### src/rtl/sr_jk_ff_bank.sv
// Multi-channel SR/JK/D/T storage bank with a defined SR S=R=1 policy,
// per-channel conflict flags, a saturating conflict counter and a sticky error.
module sr_jk_ff_bank #(
    parameter int               WIDTH     = 8,
    parameter logic [WIDTH-1:0] RESET_VAL = {WIDTH{1'b0}},
    parameter int               SR_POLICY = 0,
    parameter int               CNT_W     = 4
) (
    input  logic             clk,
    input  logic             rst,
    input  logic             en,
    input  logic [1:0]       mode,
    input  logic [WIDTH-1:0] a,
    input  logic [WIDTH-1:0] b,
    input  logic             clr_err,
    output logic [WIDTH-1:0] q,
    output logic [WIDTH-1:0] q_bar,
    output logic [WIDTH-1:0] conflict,
    output logic             err_sticky,
    output logic [CNT_W-1:0] conflict_cnt
);

    localparam logic [1:0]       MODE_SR = 2'b00;
    localparam logic [1:0]       MODE_JK = 2'b01;
    localparam logic [1:0]       MODE_D  = 2'b10;
    localparam logic [1:0]       MODE_T  = 2'b11;
    localparam logic [CNT_W-1:0] CNT_MAX = {CNT_W{1'b1}};

    logic [WIDTH-1:0] r_q;
    logic [WIDTH-1:0] r_conflict;
    logic             r_err;
    logic [CNT_W-1:0] r_cnt;

    logic [WIDTH-1:0] w_q_next;
    logic [WIDTH-1:0] w_conf_vec;
    logic             w_any_conf;
    logic [CNT_W-1:0] w_cnt_base;
    logic [CNT_W-1:0] w_cnt_next;
    logic             w_err_next;

    assign w_conf_vec = (mode == MODE_SR) ? (a & b) : {WIDTH{1'b0}};
    assign w_any_conf = en & (|w_conf_vec);

    always_comb begin
        w_q_next = r_q;
        for (int i = 0; i < WIDTH; i++) begin
            unique case (mode)
                MODE_SR: begin
                    unique case ({a[i], b[i]})
                        2'b00: w_q_next[i] = r_q[i];
                        2'b01: w_q_next[i] = 1'b0;
                        2'b10: w_q_next[i] = 1'b1;
                        default: begin
                            // S=R=1: resolved by policy so q is never undefined
                            if (SR_POLICY == 1)      w_q_next[i] = 1'b0;
                            else if (SR_POLICY == 2) w_q_next[i] = 1'b1;
                            else                     w_q_next[i] = r_q[i];
                        end
                    endcase
                end
                MODE_JK: begin
                    unique case ({a[i], b[i]})
                        2'b00:   w_q_next[i] = r_q[i];
                        2'b01:   w_q_next[i] = 1'b0;
                        2'b10:   w_q_next[i] = 1'b1;
                        default: w_q_next[i] = ~r_q[i];
                    endcase
                end
                MODE_D:  w_q_next[i] = a[i];
                MODE_T:  w_q_next[i] = r_q[i] ^ a[i];
                default: w_q_next[i] = r_q[i];
            endcase
        end
    end

    // Clear is applied before the increment so a same-cycle conflict still counts.
    assign w_cnt_base = clr_err ? {CNT_W{1'b0}} : r_cnt;
    assign w_cnt_next = (w_any_conf && (w_cnt_base != CNT_MAX)) ? w_cnt_base + 1'b1 : w_cnt_base;
    assign w_err_next = (clr_err ? 1'b0 : r_err) | w_any_conf;

    always_ff @(posedge clk) begin
        if (rst) begin
            r_q        <= RESET_VAL;
            r_conflict <= {WIDTH{1'b0}};
            r_err      <= 1'b0;
            r_cnt      <= {CNT_W{1'b0}};
        end else begin
            if (en) begin
                r_q        <= w_q_next;
                r_conflict <= w_conf_vec;
            end
            r_err <= w_err_next;
            r_cnt <= w_cnt_next;
        end
    end

    assign q            = r_q;
    assign q_bar        = ~r_q;
    assign conflict     = r_conflict;
    assign err_sticky   = r_err;
    assign conflict_cnt = r_cnt;

endmodule
### config.mk
export PLATFORM = sky130hd
export DESIGN_NAME = sr_jk_ff_bank
export DESIGN_NICKNAME = d
export VERILOG_FILES = /design/src/rtl/sr_jk_ff_bank.sv
export SDC_FILE = /design/constraint.sdc
export NUM_CORES = 1
export LEC_CHECK = 0
export CAP_MARGIN = 5
export CORE_MARGIN = 4
export CORE_UTILIZATION = 52
export CTS_BUF_LIST = sky130_fd_sc_hd__clkbuf_16
export CTS_CLUSTER_DIAMETER = 30
export CTS_CLUSTER_SIZE = 12
export DETAILED_ROUTE_END_ITERATION = 10
export PLACE_DENSITY_LB_ADDON = 0.3
export SETUP_SLACK_MARGIN = 0.3
export SLEW_MARGIN = 25
export SYNTH_ARGS = -nofsm -noshare
export SYNTH_HDL_FRONTEND = slang
export SYNTH_SLANG_ARGS = --single-unit
### constraint.sdc
create_clock -name clk -period 3.6 [get_ports clk]
set_input_delay 0.36 -clock clk [delete_from_list [all_inputs] [get_ports clk]]
set_output_delay 0.36 -clock clk [all_outputs]
set_load 0.02 [all_outputs]
* Word level (Yosys, flattened, before mapping)
Index checks and enable logic that the tools add are counted.
Widths: inputs -> output; s select.
** Word-level totals
- Bits of input ports :: 22
- Bits in registers :: 21
- Output and inout port bits :: 29
- Logic and storage cells :: 115
** Cells by class
- Bitwise gates (word level) :: 20
- $add $sub $neg :: 1
- Multiplexer cells :: 28
- Equality and inequality tests :: 36
- Reduce and logical (&&, ||, !) cells :: 19
** Operators with widths (count)
- $pmux 1 s4 :: 8
- $ne 3x1->1 const B :: 8
- $pmux 1 s3 :: 8
- $reduce_and 3->1 :: 8
- $eq 2x2->1 const B :: 10
- $eq 2x1->1 const B :: 9
- $logic_not 2->1 :: 9
- $ne 2x2->1 const B :: 8
- $pmux 1 s2 :: 8
- $and 8x8->8 :: 1
- $mux 4 :: 2
- $mux 8 :: 1
- $not 1->1 :: 8
- $not 8->8 :: 1
- $reduce_or 8->1 :: 1
- $xor 1x1->1 :: 8
- $add 4x1->4 const B :: 1
- $ne 4x4->1 const B :: 1
- $and 1x1->1 :: 1
- $logic_and 1x1->1 :: 1
- $mux 1 :: 1
- $or 1x1->1 :: 1

* Depth between registers and ports, before layout
Gate-level depths: netlist of the first run.
- Word-level depth :: 6
- Mapped depth :: 6

* Worst setup path before layout of the first run
Ideal clock, no wire load.
- Path type :: input-to-reg
- Start :: input port a[4]
- End :: register r_cnt[2], in the netlist conflict_cnt[2]
- Library setup time :: 78 ps
- Setup slack :: 1936 ps
- Cell stages on the path :: 5
- Buffers on the path :: 0
- Required time :: 3522 ps
- Arrival :: 1586 ps
- Path through :: ha_1 > or4_1 > o21a_1 > and4b_1 > nor3_1
** On the way
- Longest elaborated chain between the ends :: 6
** RTL lines
- start: declaration :: line 13 : input logic [WIDTH-1:0] a,
- $and 8x8->8 :: line 41 : assign w_conf_vec = (mode == MODE_SR) ? (a & b) : {WIDTH{1'b0}};
- $mux 8 :: line 41
- $reduce_or 8->1 :: line 42 : assign w_any_conf = en & (|w_conf_vec);
- $and 1x1->1 :: line 42
- $logic_and 1x1->1 :: line 78 : assign w_cnt_next = (w_any_conf && (w_cnt_base != CNT_MAX)) ? w_cnt_base + 1'b1 : w_cnt_base;
- $mux 4 :: line 78
- end signal: assignment :: line 86 : r_cnt <= {CNT_W{1'b0}};
- end signal: assignment :: line 93 : r_cnt <= w_cnt_next;
- end: declaration :: line 32 : logic [CNT_W-1:0] r_cnt;
Every way passes these cells.
A chain may end at the register's enable or synchronous reset.

* Worst setup path in the final report of the first run
- Start :: input port mode[0]
- End :: register r_cnt[3], in the netlist conflict_cnt[3]
** On the way
- Longest elaborated chain between the ends :: 6
** RTL lines
- start: declaration :: line 12 : input logic [1:0] mode,
- $logic_not 2->1 :: line 41
- $mux 8 :: line 41
- $reduce_or 8->1 :: line 42
- $and 1x1->1 :: line 42
- $logic_and 1x1->1 :: line 78
- $mux 4 :: line 78
Every way passes these cells.

==> metrics.csv, run 1 <==
stage,metric,value,unit
pwr,power.internal,488,uW
timing,setup_tns,0,ns
cells_and_area,area_delta_synth_final,33.7,%
clocking,cts_buffer_depth,2,
setup_path,crit_chain,"clkdlybuf4s50_1, nor3b_4, o21ai_2, or3_1, a211oi_2",
logic_synthesis,ys_top_cells_by_area,"dfxtp_1 24%, ha_1 23%, inv_1 5.2%, a2111oi_0 4.9%, a21oi_1 3.6%",
global_routing,antenna_found_initial,0,
global_routing,grt_pass1_wl,6740,um
drt,num_vias,1690,
setup_path,critPathLaunchType,input pin,
outcome,status,"finished, final reports clean",
logic_synthesis,synth-async-reset-ratio,0,%
timing,fin_skew,0.00910,ns
flow_run,max_cap_violations,0,
clocking,cts_resized,0,
timing,setup_violations,0,
pwr,vdd_drop_max,0.190,mV
logic_synthesis,ys_warn_count,0,
logic_synthesis,synth_edf_count,0,
cells_and_area,final_net_count,318,
global_routing,grt_start_max_net_pins,26,
timing,slew_headroom,39.1,%
clocking,cts.clk_slew.worst_paths,0.07,ns
setup_path,arrival,2.44,ns
drt,wl_per_cell,13.4,um
die,die_height,66.6,um
pwr,powerDensity,291,nW/um^2
drt,drt-pass1-iter-count,4,
setup_path,worstPathRequired,3.77,ns
logic_synthesis,synth.distinct_cells,34,
clocking,clk_latency,0.26,ns
setup_path,end_kind,register,
die,initial_utilization,53.6,%
drt,vias_per_cell,5.49,
global_routing,grt_pass1_vias,1546,
pwr,p_switching,208,uW
pwr,leakage,1.00,nW
pwr,switching_share,29.9,%
placed_design,dp_slack,1.08,ns
clocking,hold_buffers,0,
die,rows,21,
setup_path,critical_path_class,input pin to register,
clocking,cts_tree,built,
logic_synthesis,synth_area_leader_cell,dfxtp_1,
setup_path,slowest_stage,clkdlybuf4s50_1,
logic_synthesis,syn-num-nets,271,
global_routing,grt.overflow.total,0,
global_routing,gr-usage-all-layers,19.2,%
die,core-area,3340,sq um
timing,fin_crit_sh,62.9,%
logic_synthesis,ys_ff_latch,21,
setup_path,path_delay_family,simple AND/OR/NAND/NOR gates,
logic_synthesis,ys_seq_area_share,23.5,%
logic_synthesis,synth_flop_cell,dfxtp_1,
logic_synthesis,yosys.area.top_type_share,23.5,%
hold_path,hold_path.class,register to register,
setup_path,path_max_fanout,20,
clocking,h-tree-depth,1,
timing,rsz0062_at_grt,no,
timing,timing.hold.ws,0.504,ns
clocking,root_buffer,clkbuf_16,
drt,first_iter_violations,67,
die,die-area,4440,sq um
drt,routed_wl,4130,um
placed_design,postPlaceCellArea,2310,sq um
pwr,power_frac_comb,29.4,%
setup_path,crit_buf_inv,1,
clocking,cts_setup_buffers,0,
cells_and_area,post-route-util,71.7,%
pwr,p_seq_share,36.0,%
placed_design,port_buffers,50,
clocking,numCtsBuffers,3,
timing,fmax,442,MHz
cells_and_area,diodes,0,
logic_synthesis,synthCells,216,
logic_synthesis,syn_area,1790,sq um
pwr,clkPwrFrac,34.7,%
timing,slew_violations,0,
logic_synthesis,syn_avg_cell_area,8.28,sq um
cells_and_area,drive_above_1_share,4.96,%
timing,worst_slew_pin_slew,0.911,ns
cells_and_area,fin_area,2390,sq um
drt,ant_nets,0,
clocking,clkSinkCount,21,
die,num_io_pins,51,
placed_design,place_hpwl,3090,um
timing,hold_viol_final,0,
placed_design,gp_congestion,0.795,
drt,drc,0,
timing,fin_ws,1.34,ns
timing,period_minus_slack,2.26,ns
setup_path,slowest_delay,0.78,ns
die,chipWidth,66.6,um
[layout make-up]
type                            instances  area [sq um]
Clock buffer                            3          75.1
Inverter                               25          93.8
Clock inverter                          1          5.00
Multi-Input combinational cell        160          1220
Timing Repair Buffer                   52           515
Sequential cell                        21           420
Fill cell                             271           946
Tap cell                               46          57.6
[cells by family after synthesis]
kind of cell / count (synthesis) / synth area share [%]
and+or+nand+nor: 67 / 20.4
xor gates and xnor gates: 4 / 1.96
adders and majority gates: 33 / 23.1
AOI/OAI and AO/OA: 52 / 20.5
DFF: 21 / 23.5
buffers and inverters: 35 / 8.05
muxes: 4 / 2.52
[cell usage after synthesis, types with 2 or more instances]
library cell / instances
buf_2: 4
nor2b_1: 10
a211o_1: 4
mux2_2: 4
o21a_1: 2
nand2_1: 12
o21ai_0: 7
nor4_1: 3
buf_4: 2
nand2b_1: 4
nor3_1: 9
a2111oi_0: 10
nor3b_1: 4
a311oi_1: 3
ha_1: 33
a21oi_1: 13
dfxtp_1: 21
or4_1: 2
clkbuf_1: 4
nor2_1: 15
xnor2_1: 4
a22oi_1: 8
or3_1: 3
inv_1: 25
[per-stage QoR]
step | instances | power [mW]
finish | 308 | 0.697
global route | 308 | 0.730
CTS | 308 | 0.701
detailed placement | 304 | 0.459
global placement | 304 | 0.454
floorplan | 216 | 0.371
[power by group through the flow]
stage / Clock (mW) / Combinational (mW) / Sequential, mW
floorplan: 0 / 0.104 / 0.267
global placement: 0 / 0.199 / 0.255
detailed placement: 0 / 0.203 / 0.256
CTS: 0.245 / 0.205 / 0.251
global route: 0.253 / 0.225 / 0.252
finish: 0.242 / 0.205 / 0.251
[worst min-delay path: cells and delay by family, from the launching register on]
family             cells  cell delay (ns)
DFF                    1             0.32
AOI/OAI and AO/OA      1             0.07
and+or+nand+nor        1             0.07
[final timing paths]
kind                                        end  slack (ns)             from  cells after the start
worst min-delay path                 err_sticky        0.50       err_sticky                      2
worst max register to register  conflict_cnt[0]        2.10  conflict_cnt[1]                      5
worst min register to register       err_sticky        0.50       err_sticky                      2
worst max-delay path            conflict_cnt[3]        1.34          mode[0]                      5
[sequential cells by signal (all words and copies together) (netlist names)]
register and cells:
conflict 8, q 8, conflict_cnt 4, err_sticky 1
[routing by layer]
metal | routed length [um] | up-vias | track usage (%)
met3 | 200 | 4 | 3.71
met5 | 0 | - | 0
met2 | 2000 | 45 | 31.8
met4 | 31 | 0 | 7.11
met1 | 1900 | 787 | 24.6
li1 | - | 854 | -
[cell usage in the layout (no fill, tap or decap), types with 2 or more instances in the layout]
cell and n:
clkdlybuf4s50_1 50, ha_1 33, inv_1 25, dfxtp_1 21, nor2_1 15, a21oi_1 13, nand2_1 12, nor2b_1 10
a2111oi_0 10, nor3_1 9, a22oi_1 8, o21ai_0 7, xnor2_1 4, nor3b_1 4, mux2_2 4, a211o_1 4
nand2b_1 4, nor4_1 3, a311oi_1 3, or3_1 3, clkbuf_16 3, o21a_1 2, or4_1 2, buf_4 2
(Power assumes the default switching activity.)
==> inputs of run 2 (changes only) <==
--- a/config.mk
+++ b/config.mk
@@ -7,7 +7,7 @@
 export LEC_CHECK = 0
 export CAP_MARGIN = 5
 export CORE_MARGIN = 4
-export CORE_UTILIZATION = 52
+export CORE_UTILIZATION = 48
 export CTS_BUF_LIST = sky130_fd_sc_hd__clkbuf_16
 export CTS_CLUSTER_DIAMETER = 30
 export CTS_CLUSTER_SIZE = 12
==> constraint.sdc (replaced) <==
create_clock -name clk -period 2.2 [get_ports clk]
set_input_delay 0.22 -clock clk [delete_from_list [all_inputs] [get_ports clk]]
set_output_delay 0.22 -clock clk [all_outputs]
set_load 0.02 [all_outputs]
==> run 2 against run 1 <==
Net effect: critical path depth increased by 1; critical endpoint is now conflict_cnt[2]; largest power group unchanged; wire length increased by 3.6%; sequential power increased by 63%.
==> metrics.csv, run 2 (same netlist as run 1, synthesis figures left out) <==
stage,metric,value,unit
outcome,status,"finished, final reports clean",
flow_run,max_cap_violations,0,
timing,hold_viol_final,0,
drt,wl_per_cell,13.6,um
timing,setup_violations,0,
clocking,cts_buffer_depth,2,
die,core-area,3470,sq um
clocking,root_buffer,clkbuf_16,
cells_and_area,drive_above_1_share,9.67,%
setup_path,rr_startpoint,conflict_cnt[1],
die,num_io_pins,51,
setup_path,path_max_fanout,3,
timing,slew_violations,0,
setup_path,r2r-end,conflict_cnt[3],
cells_and_area,multi_input_area,1260,sq um
drt,drc,0,
setup_path,r2r_slack,0.76,ns
setup_path,critPathLaunchType,input pin,
setup_path,arrival,2.05,ns
timing,fin_skew,0.000279,ns
die,die_height,69.0,um
setup_path,worstPathRequired,2.38,ns
cells_and_area,area_delta_synth_final,38.8,%
global_routing,grt_start_max_net_pins,22,
global_routing,antenna_found_initial,0,
global_routing,grt_pass1_wl,6930,um
clocking,clk_latency,0.25,ns
timing,timing.hold.ws,0.481,ns
drt,ant_nets,0,
pwr,totalPowerFinal,1.15,mW
clocking,cts_setup_buffers,0,
cells_and_area,diodes,0,
timing,setup_tns,0,ns
drt,first_iter_violations,121,
timing,period_minus_slack,1.88,ns
die,initial_utilization,51.6,%
cells_and_area,final_net_count,325,
timing,fmax,533,MHz
die,die-area,4770,sq um
placed_design,gp_congestion,0.778,
hold_path,hold_path.class,register to register,
global_routing,gr-usage-all-layers,17.1,%
drt,vias_per_cell,5.39,
cells_and_area,final_cell_mix,"48 x clkdlybuf4s50_1, 31 x ha_1, 25 x inv_1",
cells_and_area,register_area,420,sq um
drt,routed_wl,4280,um
timing,fin_crit_sh,85.3,%
pwr,leakage,1.06,nW
setup_path,crit_path_end,conflict_cnt[2],
die,rows,21,
drt,drt-pass1-iter-count,4,
cells_and_area,final_common_cell,clkdlybuf4s50_1,
clocking,clkSinkCount,21,
global_routing,grt_pass1_vias,1505,
pwr,vdd_drop_max,0.387,mV
pwr,powerDensity,463,nW/um^2
clocking,numCtsBuffers,3,
setup_path,r2r_cells,5,
clocking,h-tree-depth,1,
placed_design,place_hpwl,3210,um
timing,worst_slew_pin_slew,0.444,ns
setup_path,critical_path.startpoint,a[0],
die,chipWidth,69.0,um
global_routing,grt.overflow.total,0,
clocking,cts.clk_slew.worst_paths,0.06,ns
placed_design,port_buffers,50,
setup_path,critical_path_class,input pin to register,
cells_and_area,fillerInstances,278,
clocking,hold_buffers,0,
setup_path,end_kind,register,
timing,rsz0062_at_grt,no,
drt,num_vias,1699,
timing,slew_headroom,70.3,%
clocking,cts_tree,built,
clocking,cts_resized,0,
==> run 2: cell type report <==
cell class / count / share of cell area, %
multi-input cells: 160 / 50.7
well taps: 46 / 2.32
inverters: 25 / 3.78
flip-flops and latches: 21 / 16.9
repair buffers: 59 / 23.1
clock buffers: 3 / 3.02
clock inverters: 1 / 0.202
==> run 2: power by group <==
| group | switching [mW] | total (mW) | internal [mW] |
|---|---|---|---|
| sequential | 0.0108 | 0.409 | 0.398 |
| combinational | 0.186 | 0.355 | 0.169 |
| clock | 0.143 | 0.387 | 0.244 |
| total | 0.339 | 1.15 | 0.811 |
==> run 2: how the worst min path moves through the flow <==
| stage | from | end | slack [ns] | cells after the start |
|---|---|---|---|---|
| global placement | err_sticky | err_sticky | 0.46 | 2 |
| finish | err_sticky | err_sticky | 0.48 | 2 |
| global route | err_sticky | err_sticky | 0.52 | 2 |
| detailed placement | err_sticky | err_sticky | 0.48 | 2 |
| floorplan | clr_err | conflict_cnt[3] | 0.29 | 1 |
| CTS | err_sticky | err_sticky | 0.48 | 2 |
==> run 2: stage by stage <==
step	instances	setup slack (ns)	util (%)	cell area [sq um]
6_report	315	0.323	71.6	2480
5_1_grt	315	0.295	71.6	2480
4_1_cts	315	0.303	70.5	2440
3_5_place_dp	311	0.0527	68.1	2360
3_3_place_gp	311	0.108	68.1	2360
2_1_floorplan	216	0.676	-	1790
==> run 2: critical path, stage by stage <==
cell	delay, ns
clkdlybuf4s50_1	0.48
ha_1	0.27
or4_4	0.52
o21a_1	0.25
and4b_1	0.20
nor3_1	0.12
==> run 2: metal layers <==
layer  up-vias  routed length (um)  global-route usage, %
li1        863                   -                      -
met1       780                2010                   22.1
met2        54                2020                   28.9
met3         2                 231                   4.22
met4         0                  19                   3.47
met5         -                   0                      0
